--- src/rtl/verif_relojes_if.sv ---
// Bundle between the divided-clock sources and the clock-chain monitor:
// clocks under test and re-acquire pulse in, lock/error status and periods out.
interface verif_relojes_if;
  logic       clk_4f;
  logic       clk_2f;
  logic       clk_f;
  logic       clr_err;
  logic       lock;
  logic       err;
  logic [2:0] err_src;
  logic [7:0] per_4f;
  logic [7:0] per_2f;
  logic [7:0] per_f;

  modport master (
    output clk_4f, clk_2f, clk_f, clr_err,
    input  lock, err, err_src, per_4f, per_2f, per_f
  );

  modport slave (
    input  clk_4f, clk_2f, clk_f, clr_err,
    output lock, err, err_src, per_4f, per_2f, per_f
  );
endinterface

--- src/rtl/verif_relojes.sv ---
// Clock-chain self-check: measures the 4f/2f/f periods in clk_in cycles,
// locks once every channel has LOCK_COUNT good periods, then latches drift/stop errors.

module verif_relojes_chan #(
  parameter int PEXP       = 6,
  parameter int TOL        = 0,
  parameter int LOCK_COUNT = 4
) (
  input  logic       clk_in,
  input  logic       reset_L,
  input  logic       clk_x,
  input  logic       restart,
  output logic [7:0] per,
  output logic       bad,
  output logic       full
);
  localparam int         LO   = (PEXP > TOL) ? PEXP - TOL : 0;
  localparam int         HI   = (PEXP + TOL > 255) ? 255 : PEXP + TOL;
  localparam logic [7:0] LO8  = 8'(LO);
  localparam logic [7:0] HI8  = 8'(HI);
  localparam logic [7:0] TMO8 = 8'(2 * PEXP);
  localparam logic [3:0] LC4  = 4'(LOCK_COUNT);

  logic       prev, armed, rise, in_tol, good;
  logic [7:0] cnt;
  logic [3:0] good_cnt;

  // cnt equals the elapsed period on the cycle a rise is seen
  assign rise   = clk_x & ~prev;
  assign in_tol = (cnt >= LO8) && (cnt <= HI8);
  assign good   = armed & rise & in_tol;
  assign bad    = armed & ((rise & ~in_tol) | (~rise & (cnt == TMO8)));
  assign full   = (good_cnt == LC4);

  always_ff @(posedge clk_in) begin
    if (!reset_L) begin
      prev     <= 1'b0;
      cnt      <= '0;
      armed    <= 1'b0;
      per      <= '0;
      good_cnt <= '0;
    end else begin
      prev <= clk_x;
      if (rise)              cnt <= 8'd1;
      else if (cnt != 8'hFF) cnt <= cnt + 8'd1;
      if (armed && rise) per <= cnt;
      if (restart) begin
        armed    <= 1'b0;
        good_cnt <= '0;
      end else begin
        if (rise) armed <= 1'b1;
        if (bad)                good_cnt <= '0;
        else if (good && !full) good_cnt <= good_cnt + 4'd1;
      end
    end
  end
endmodule

module verif_relojes #(
  parameter int BASE_DIV   = 6,
  parameter int LOCK_COUNT = 4,
  parameter int TOL        = 0
) (
  input  logic           clk_in,
  input  logic           reset_L,
  verif_relojes_if.slave bus
);
  localparam int NUM_CH = 3;

  typedef enum logic [1:0] {ACQUIRE, LOCKED, ERROR} state_t;

  state_t                        state, state_nxt;
  logic [NUM_CH-1:0]             clk_v, bad_v, full_v;
  logic [NUM_CH-1:0][7:0]        per_v;
  logic [NUM_CH-1:0]             err_src_q, err_src_nxt;
  logic                          restart;

  assign clk_v   = {bus.clk_f, bus.clk_2f, bus.clk_4f};
  assign restart = (state == ERROR) && bus.clr_err;

  // channel g expects BASE_DIV * 2^g clk_in cycles per period
  for (genvar g = 0; g < NUM_CH; g++) begin : g_ch
    verif_relojes_chan #(
      .PEXP      (BASE_DIV * (1 << g)),
      .TOL       (TOL),
      .LOCK_COUNT(LOCK_COUNT)
    ) u_chan (
      .clk_in (clk_in),
      .reset_L(reset_L),
      .clk_x  (clk_v[g]),
      .restart(restart),
      .per    (per_v[g]),
      .bad    (bad_v[g]),
      .full   (full_v[g])
    );
  end

  always_ff @(posedge clk_in) begin
    if (!reset_L) begin
      state     <= ACQUIRE;
      err_src_q <= '0;
    end else begin
      state     <= state_nxt;
      err_src_q <= err_src_nxt;
    end
  end

  always_comb begin
    state_nxt   = state;
    err_src_nxt = err_src_q;
    case (state)
      ACQUIRE: if (&full_v) state_nxt = LOCKED;
      LOCKED: begin
        if (|bad_v) begin
          state_nxt   = ERROR;
          err_src_nxt = bad_v;
        end
      end
      ERROR: begin
        // a re-acquire request beats a coincident new failure
        if (bus.clr_err) begin
          state_nxt   = ACQUIRE;
          err_src_nxt = '0;
        end else begin
          err_src_nxt = err_src_q | bad_v;
        end
      end
      default: state_nxt = ACQUIRE;
    endcase
  end

  assign bus.lock    = (state == LOCKED);
  assign bus.err     = (state == ERROR);
  assign bus.err_src = err_src_q;
  assign bus.per_4f  = per_v[0];
  assign bus.per_2f  = per_v[1];
  assign bus.per_f   = per_v[2];
endmodule

--- src/flat_wrapper.sv ---
// flat-port wrapper written by rule: the top's interface ports become plain ports
module verif_relojes_flat 
#(
  parameter int BASE_DIV   = 6,
  parameter int LOCK_COUNT = 4,
  parameter int TOL        = 0
)
  (clk_in, reset_L, bus_clk_4f, bus_clk_2f, bus_clk_f, bus_clr_err, bus_lock, bus_err, bus_err_src, bus_per_4f, bus_per_2f, bus_per_f);
  verif_relojes_if bus_i ();
  input  logic clk_in;
  input  logic reset_L;
  input wire logic [$bits(bus_i.clk_4f)-1:0] bus_clk_4f;
  input wire logic [$bits(bus_i.clk_2f)-1:0] bus_clk_2f;
  input wire logic [$bits(bus_i.clk_f)-1:0] bus_clk_f;
  input wire logic [$bits(bus_i.clr_err)-1:0] bus_clr_err;
  output wire logic [$bits(bus_i.lock)-1:0] bus_lock;
  output wire logic [$bits(bus_i.err)-1:0] bus_err;
  output wire logic [$bits(bus_i.err_src)-1:0] bus_err_src;
  output wire logic [$bits(bus_i.per_4f)-1:0] bus_per_4f;
  output wire logic [$bits(bus_i.per_2f)-1:0] bus_per_2f;
  output wire logic [$bits(bus_i.per_f)-1:0] bus_per_f;
  assign bus_i.clk_4f = bus_clk_4f;
  assign bus_i.clk_2f = bus_clk_2f;
  assign bus_i.clk_f = bus_clk_f;
  assign bus_i.clr_err = bus_clr_err;
  assign bus_lock = bus_i.lock;
  assign bus_err = bus_i.err;
  assign bus_err_src = bus_i.err_src;
  assign bus_per_4f = bus_i.per_4f;
  assign bus_per_2f = bus_i.per_2f;
  assign bus_per_f = bus_i.per_f;
  verif_relojes #(.BASE_DIV(BASE_DIV), .LOCK_COUNT(LOCK_COUNT), .TOL(TOL)) u_core (.clk_in(clk_in), .reset_L(reset_L), .bus(bus_i));
endmodule
--- config.mk ---
export PLATFORM = sky130hd
export DESIGN_NAME = verif_relojes_flat
export DESIGN_NICKNAME = d
export VERILOG_FILES = /design/src/rtl/verif_relojes_if.sv /design/src/rtl/verif_relojes.sv /design/src/flat_wrapper.sv
export SDC_FILE = /design/constraint.sdc
export NUM_CORES = 1
export LEC_CHECK = 0
export BUFFER_PORTS_ARGS = -buffer_cell sky130_fd_sc_hd__buf_2
export CORE_ASPECT_RATIO = 0.7
export CORE_UTILIZATION = 40
export CTS_CLUSTER_DIAMETER = 150
export DETAILED_ROUTE_END_ITERATION = 8
export GPL_ROUTABILITY_DRIVEN = 0
export SKIP_LAST_GASP = 1
export SLEW_MARGIN = 20
export SYNTH_ARGS = -nofsm -noshare
export SYNTH_HDL_FRONTEND = slang
export SYNTH_SLANG_ARGS = --single-unit
--- constraint.sdc ---
create_clock -name clk_in -period 4 [get_ports clk_in]
set_input_delay 0.2 -clock clk_in [delete_from_list [all_inputs] [get_ports clk_in]]
set_output_delay 0.2 -clock clk_in [all_outputs]
set_load 0.005 [all_outputs]
Word-level counts from Yosys, hierarchy flattened
Cells that the tools add are included.

Add/subtract/negate cells: 6. Order comparisons: 6. Equality and inequality tests: 14. Mux-type cells: 13. Bitwise gates (word level): 32. Reduce and logical (&&, ||, !) cells: 29.

Operator list (number): $add A8 B1 Y8 const B (3); $ne A8 B8 Y1 const B (3); $and A1 B1 Y1 (18); $add A4 B1 Y4 const B (3); $eq A4 B3 Y1 const B (3); $reduce_or A3 Y1 (4); $logic_and A1 B1 Y1 (10); $not A1 Y1 (10); $eq A8 B4 Y1 const B (1); $eq A8 B5 Y1 const B (1); $eq A8 B6 Y1 const B (1); $ge A8 B3 Y1 const B (1); $ge A8 B4 Y1 const B (1); $ge A8 B5 Y1 const B (1); $le A8 B3 Y1 const B (1); $le A8 B4 Y1 const B (1); $le A8 B5 Y1 const B (1); $reduce_bool A2 Y1 (4); $reduce_or A2 Y1 (4); $mux W1 (6); $mux W2 (3); $mux W3 (2); $pmux W2 S3 (1); $pmux W3 S2 (1); other kinds (10) (16).

Register bits after elaboration: 71. Bits of input ports: 6. Output and inout port bits: 29. Logic and storage cells: 120.

Logic depth before layout (Yosys ltp)
Word-level depth: 9. Depth in mapped cells: 8. Gate-level depth less buffers: 7.

Modules after synthesis
A second synthesis with hierarchy kept.

Cells, all modules: 367. Area total of the unflattened synthesis: 3344.5 um^2.

Modules (own cells, without submodules): verif_relojes_chan (u_core.g_ch[0].u_chan) (times used 1, cells each 114, area each 1027.2 um^2, seq. area each 440.4 um^2); verif_relojes_chan (u_core.g_ch[2].u_chan) (times used 1, cells each 112, area each 1018.5 um^2, seq. area each 440.4 um^2); verif_relojes_chan (u_core.g_ch[1].u_chan) (times used 1, cells each 111, area each 1011.0 um^2, seq. area each 440.4 um^2); verif_relojes (times used 1, cells each 30, area each 287.8 um^2, seq. area each 100.1 um^2).

Worst setup path before layout
No wires, ideal clock.

Path kind: register -> register. Start: register u_core.g_ch[2].u_chan.cnt[0]. End: register u_core.state[1]. Library setup time: 0.115 ns. Data arrival time: 1.862 ns. Data required time: 3.885 ns. Path slack: 2.024 ns. Cell stages (with the launch flop): 8. Path buffers: 0. Period minus slack after synthesis: 1.976 ns. Path through: dfxtp_1 > inv_1 > ha_1 > or4b_2 > nor3b_1 > o221a_2 > a31oi_1 > o21a_1.

Cells in the longest elaborated chain, start to end: 9. Elaborated cells between the ends (all ways): 12. Those cells by class: order compare (2); eq/ne (2); bitwise (5); reduce/logical (3).

Ends and longest elaborated chain: start, declared (line verif_relojes.sv:25) `logic [7:0] cnt;`; start signal, assigned (line verif_relojes.sv:45) `else if (cnt != 8'hFF) cnt <= cnt + 8'd1;`; $ge A8 B5 Y1 or $le A8 B5 Y1 (tied branches) (line verif_relojes.sv:30) `assign in_tol = (cnt >= LO8) && (cnt <= HI8);`; $logic_and A1 B1 Y1 (line verif_relojes.sv:30); $not A1 Y1 (line verif_relojes.sv:32) `assign bad = armed & ((rise & ~in_tol) | (~rise & (cnt == TMO8)));`; $and A1 B1 Y1 (line verif_relojes.sv:32); $or A1 B1 Y1 (*) (line verif_relojes.sv:32); $and A1 B1 Y1 (*) (line verif_relojes.sv:32); $reduce_or A3 Y1 (*) (line verif_relojes.sv:114) `if (|bad_v) begin`; $ne A2 B1 Y1 (no line) (*); $reduce_and A3 Y1 (no line) (*); end signal, assigned (line verif_relojes.sv:103) `state <= state_nxt;`; end, declared (line verif_relojes.sv:72) `state_t state, state_nxt;`.

Every way passes the cells marked *; elsewhere a longest branch is shown, timed or not. A chain may end at the register's enable or synchronous reset.

Final worst setup path
Same ends and word-level chain as after synthesis.

==> metrics.txt <==
status finished, final reports clean; Seq pwr share 43.4%; Hold EP u_core.g_ch[0].u_chan.prev$_SDFF_PN0_; DRC violations left 0; CTS tree done; Fmax achieved 468 MHz; placed cell area 3490 um^2; Synth area leader dfxtp_1; postcts setup bufs 0; Syn Inst Count 370; commonest non-fill, non-tap cells in the layout 71 x dfxtp_1, 56 x nand2_1, 34 x nor2_1, 34 x buf_2, 18 x a21boi_0; final setup TNS 0 ns; R2R cell count 7; chip height 77.4 um; part of the power in the clock network 52.2%; Leak 1.53 nW; Final Cell Area 3820 um^2; Int Pwr 1.32 mW; ANT nets after route 0; area grow syn2layout 17.6%; slew margin rel. 53.7%; Main synth FF type dfxtp_1; final non-filler cell total 510; Reg clk slew, reported paths 0.06 ns; root buffer cell clkbuf_16; Worst Hold Class primary input to register; Crit. End Element register; logic gate share of total power 4.4%; share of cells above drive strength 1 15.2%; cell count after placement 494; number of core rows 27; Post-CTS Hold Fix Bufs 0; Cells on Worst Hold Path 2; via-per-instance ratio 5.07; first-pass GRT wire length 11400 um; Synth area leaders dfxtp_1 44%, nand2_1 6.5%, ha_1 5.0%; max-cap violations 0; Synth warnings 0; # diodes 0; Final min period 2.14 ns; commonest non-fill, non-tap cell in the layout dfxtp_1; Post-synth EDFFs 0; switch share 21.0%; IO Pins 35; Slew @ Worst Pin 0.692 ns; Max FO, Critical Path 7; Peak VDD IR 0.000269 V; number of global-route vias before repair 2372; Clock Latency Late Sink 0.33 ns; initial antenna violation count 0; Critical R2R Launch u_core.g_ch[2].u_chan.cnt[0]$_SDFFE_PN0P_; Tot Pwr 1.68 mW; die area 8500 um^2; nets 423; Fill cells 768; DR iter-0 viols 117; via count 2585; Required @ worst endpoint 4.22 ns; skew final 0.00974 ns; # setup viols final 0; area share of the largest cell type after synthesis 43.7%; RSZ-0062 raised after global routing false; Startpoint Class register; Synth Register Bits 71; syn_area_per_cell 8.79 um^2; drt pass-1 iters 4; DIE WIDTH 110 um; Net Count, Synth 389; sequential fraction of the synthesis area 43.7%; reg-to-reg setup timing slack 1.86 ns; critical path class register to register; sw power 0.353 mW; CTS Buffer Depth 2; Port Buffers 34; HP Start bus_clk_4f; fraction of registers with async set/reset 0%; critical path arrival 2.36 ns; WL/cell 13.3 um; Final Max Slew Viols 0; PostCTS Resize Cnt 0; gr usage total 17.4%; HPWL after detailed placement 4770 um; core area 7870 um^2; final hold vios 0; clock sinks 71; Tcrit/Tclk final 53.4%; synthesized area 3250 um^2; PwrDens 438 nW/um^2; post-synthesis cell type count 51; largest net degree at the start of global routing 40; Initial Util 41.3%; routed wire length 6790 um; # H-tree levels 3; grt ovf 0; Num CTS Buffers 9; R2R Path End u_core.state[1]$_SDFFE_PN0P_; final hold slack 0.0987 ns
[through the flow]
stage | worst slack [ns] | utilization (%)
floorplan | 2.02 | -
global route | 1.72 | 48.6
finish | 1.86 | 48.6
global placement | 1.92 | 44.4
detailed placement | 1.87 | 44.4
CTS | 1.86 | 48.6
[critical path, cell delays in order (launching register included)]
cell and delay (ns):
dfxtp_1 0.33, inv_1 0.10, ha_1 0.14, or4b_2 0.66
nor3b_1 0.24, o221a_2 0.30, a31oi_1 0.10, o21a_1 0.17
[synth_stat cells, types with 3 or more instances]
library cell  count
a211oi_1          6
a21boi_0         18
a21oi_1          14
a31oi_1           4
and2_1            5
and3_1            5
clkbuf_1          7
dfxtp_1          71
ha_1             13
inv_1            17
mux2i_1           9
nand2_1          56
nand2b_1          4
nand3_1          13
nand3b_1          5
nand4_1           8
nor2_1           34
nor2b_1          11
nor3_1            9
o21ai_0           6
or2_2             3
xnor2_1           7
xor2_1           10
[cells by family (layout without fill, tap and decap cells)]
| group | count (synthesis) | after routing | share of synthesized area, % |
|---|---|---|---|
| AND/OR/NAND/NOR | 174 | 174 | 28.0 |
| flip-flops | 71 | 71 | 43.7 |
| AO/OA/AOI/OAI | 58 | 58 | 12.2 |
| buffers and inverters | 28 | 67 | 3.69 |
| XOR/XNOR | 17 | 17 | 4.58 |
| adder cells (fa/ha/maj) | 13 | 13 | 5.00 |
| multiplexers | 9 | 9 | 2.77 |
[sequential cells by signal, summed over array words and instances, names as in the netlist]
| name | count |
|---|---|
| u_core.state | 2 |
| u_core.g_ch.u_chan.cnt | 24 |
| u_core.g_ch.u_chan.prev | 3 |
| u_core.g_ch.u_chan.per | 24 |
| u_core.g_ch.u_chan.good_cnt | 12 |
| u_core.g_ch.u_chan.armed | 3 |
| u_core.bus.err_src | 3 |
[power by group through the flow]
stage	Combinational [mW]	Clock (mW)	Sequential [mW]
3_5_place_dp	0.0740	0	0.744
3_3_place_gp	0.0738	0	0.743
2_1_floorplan	0.0566	0	0.741
5_1_grt	0.0833	0.918	0.730
4_1_cts	0.0746	0.892	0.728
6_report	0.0738	0.875	0.729
[layout make-up]
| type | instances | area (um^2) | share of cell area, % |
|---|---|---|---|
| flip-flops and latches | 71 | 1420 | 37.2 |
| clock inverters | 5 | 80.1 | 2.09 |
| multi-input cells | 271 | 1710 | 44.7 |
| inverters | 17 | 63.8 | 1.67 |
| clock buffers | 11 | 253 | 6.61 |
| well taps | 101 | 126 | 3.30 |
| repair buffers | 34 | 170 | 4.45 |
[per-layer routing]
layer / vias up / GRT usage (%) / wire (um)
li1: 1343 / - / -
met1: 1194 / 24.3 / 3630
met2: 44 / 24.5 / 2770
met3: 4 / 5.97 / 310
met4: 0 / 6.80 / 78
met5: - / 0 / 0
[worst max path at each step]
stage / from / endpoint / slack (ns) / depth (start not counted)
finish: u_core.g_ch[2].u_chan.cnt[0]$_SDFFE_PN0P_ / u_core.state[1]$_SDFFE_PN0P_ / 1.86 / 7
global route: u_core.g_ch[2].u_chan.cnt[0]$_SDFFE_PN0P_ / u_core.bus.err_src[1]$_SDFFE_PN0P_ / 1.72 / 7
CTS: u_core.g_ch[2].u_chan.cnt[0]$_SDFFE_PN0P_ / u_core.state[1]$_SDFFE_PN0P_ / 1.86 / 7
detailed placement: u_core.g_ch[2].u_chan.cnt[0]$_SDFFE_PN0P_ / u_core.state[1]$_SDFFE_PN0P_ / 1.87 / 7
global placement: u_core.g_ch[2].u_chan.cnt[0]$_SDFFE_PN0P_ / u_core.state[1]$_SDFFE_PN0P_ / 1.92 / 7
floorplan: u_core.g_ch[2].u_chan.cnt[0]$_SDFFE_PN0P_ / u_core.state[1]$_SDFFE_PN0P_ / 2.02 / 7
(Power assumes the default switching activity.)
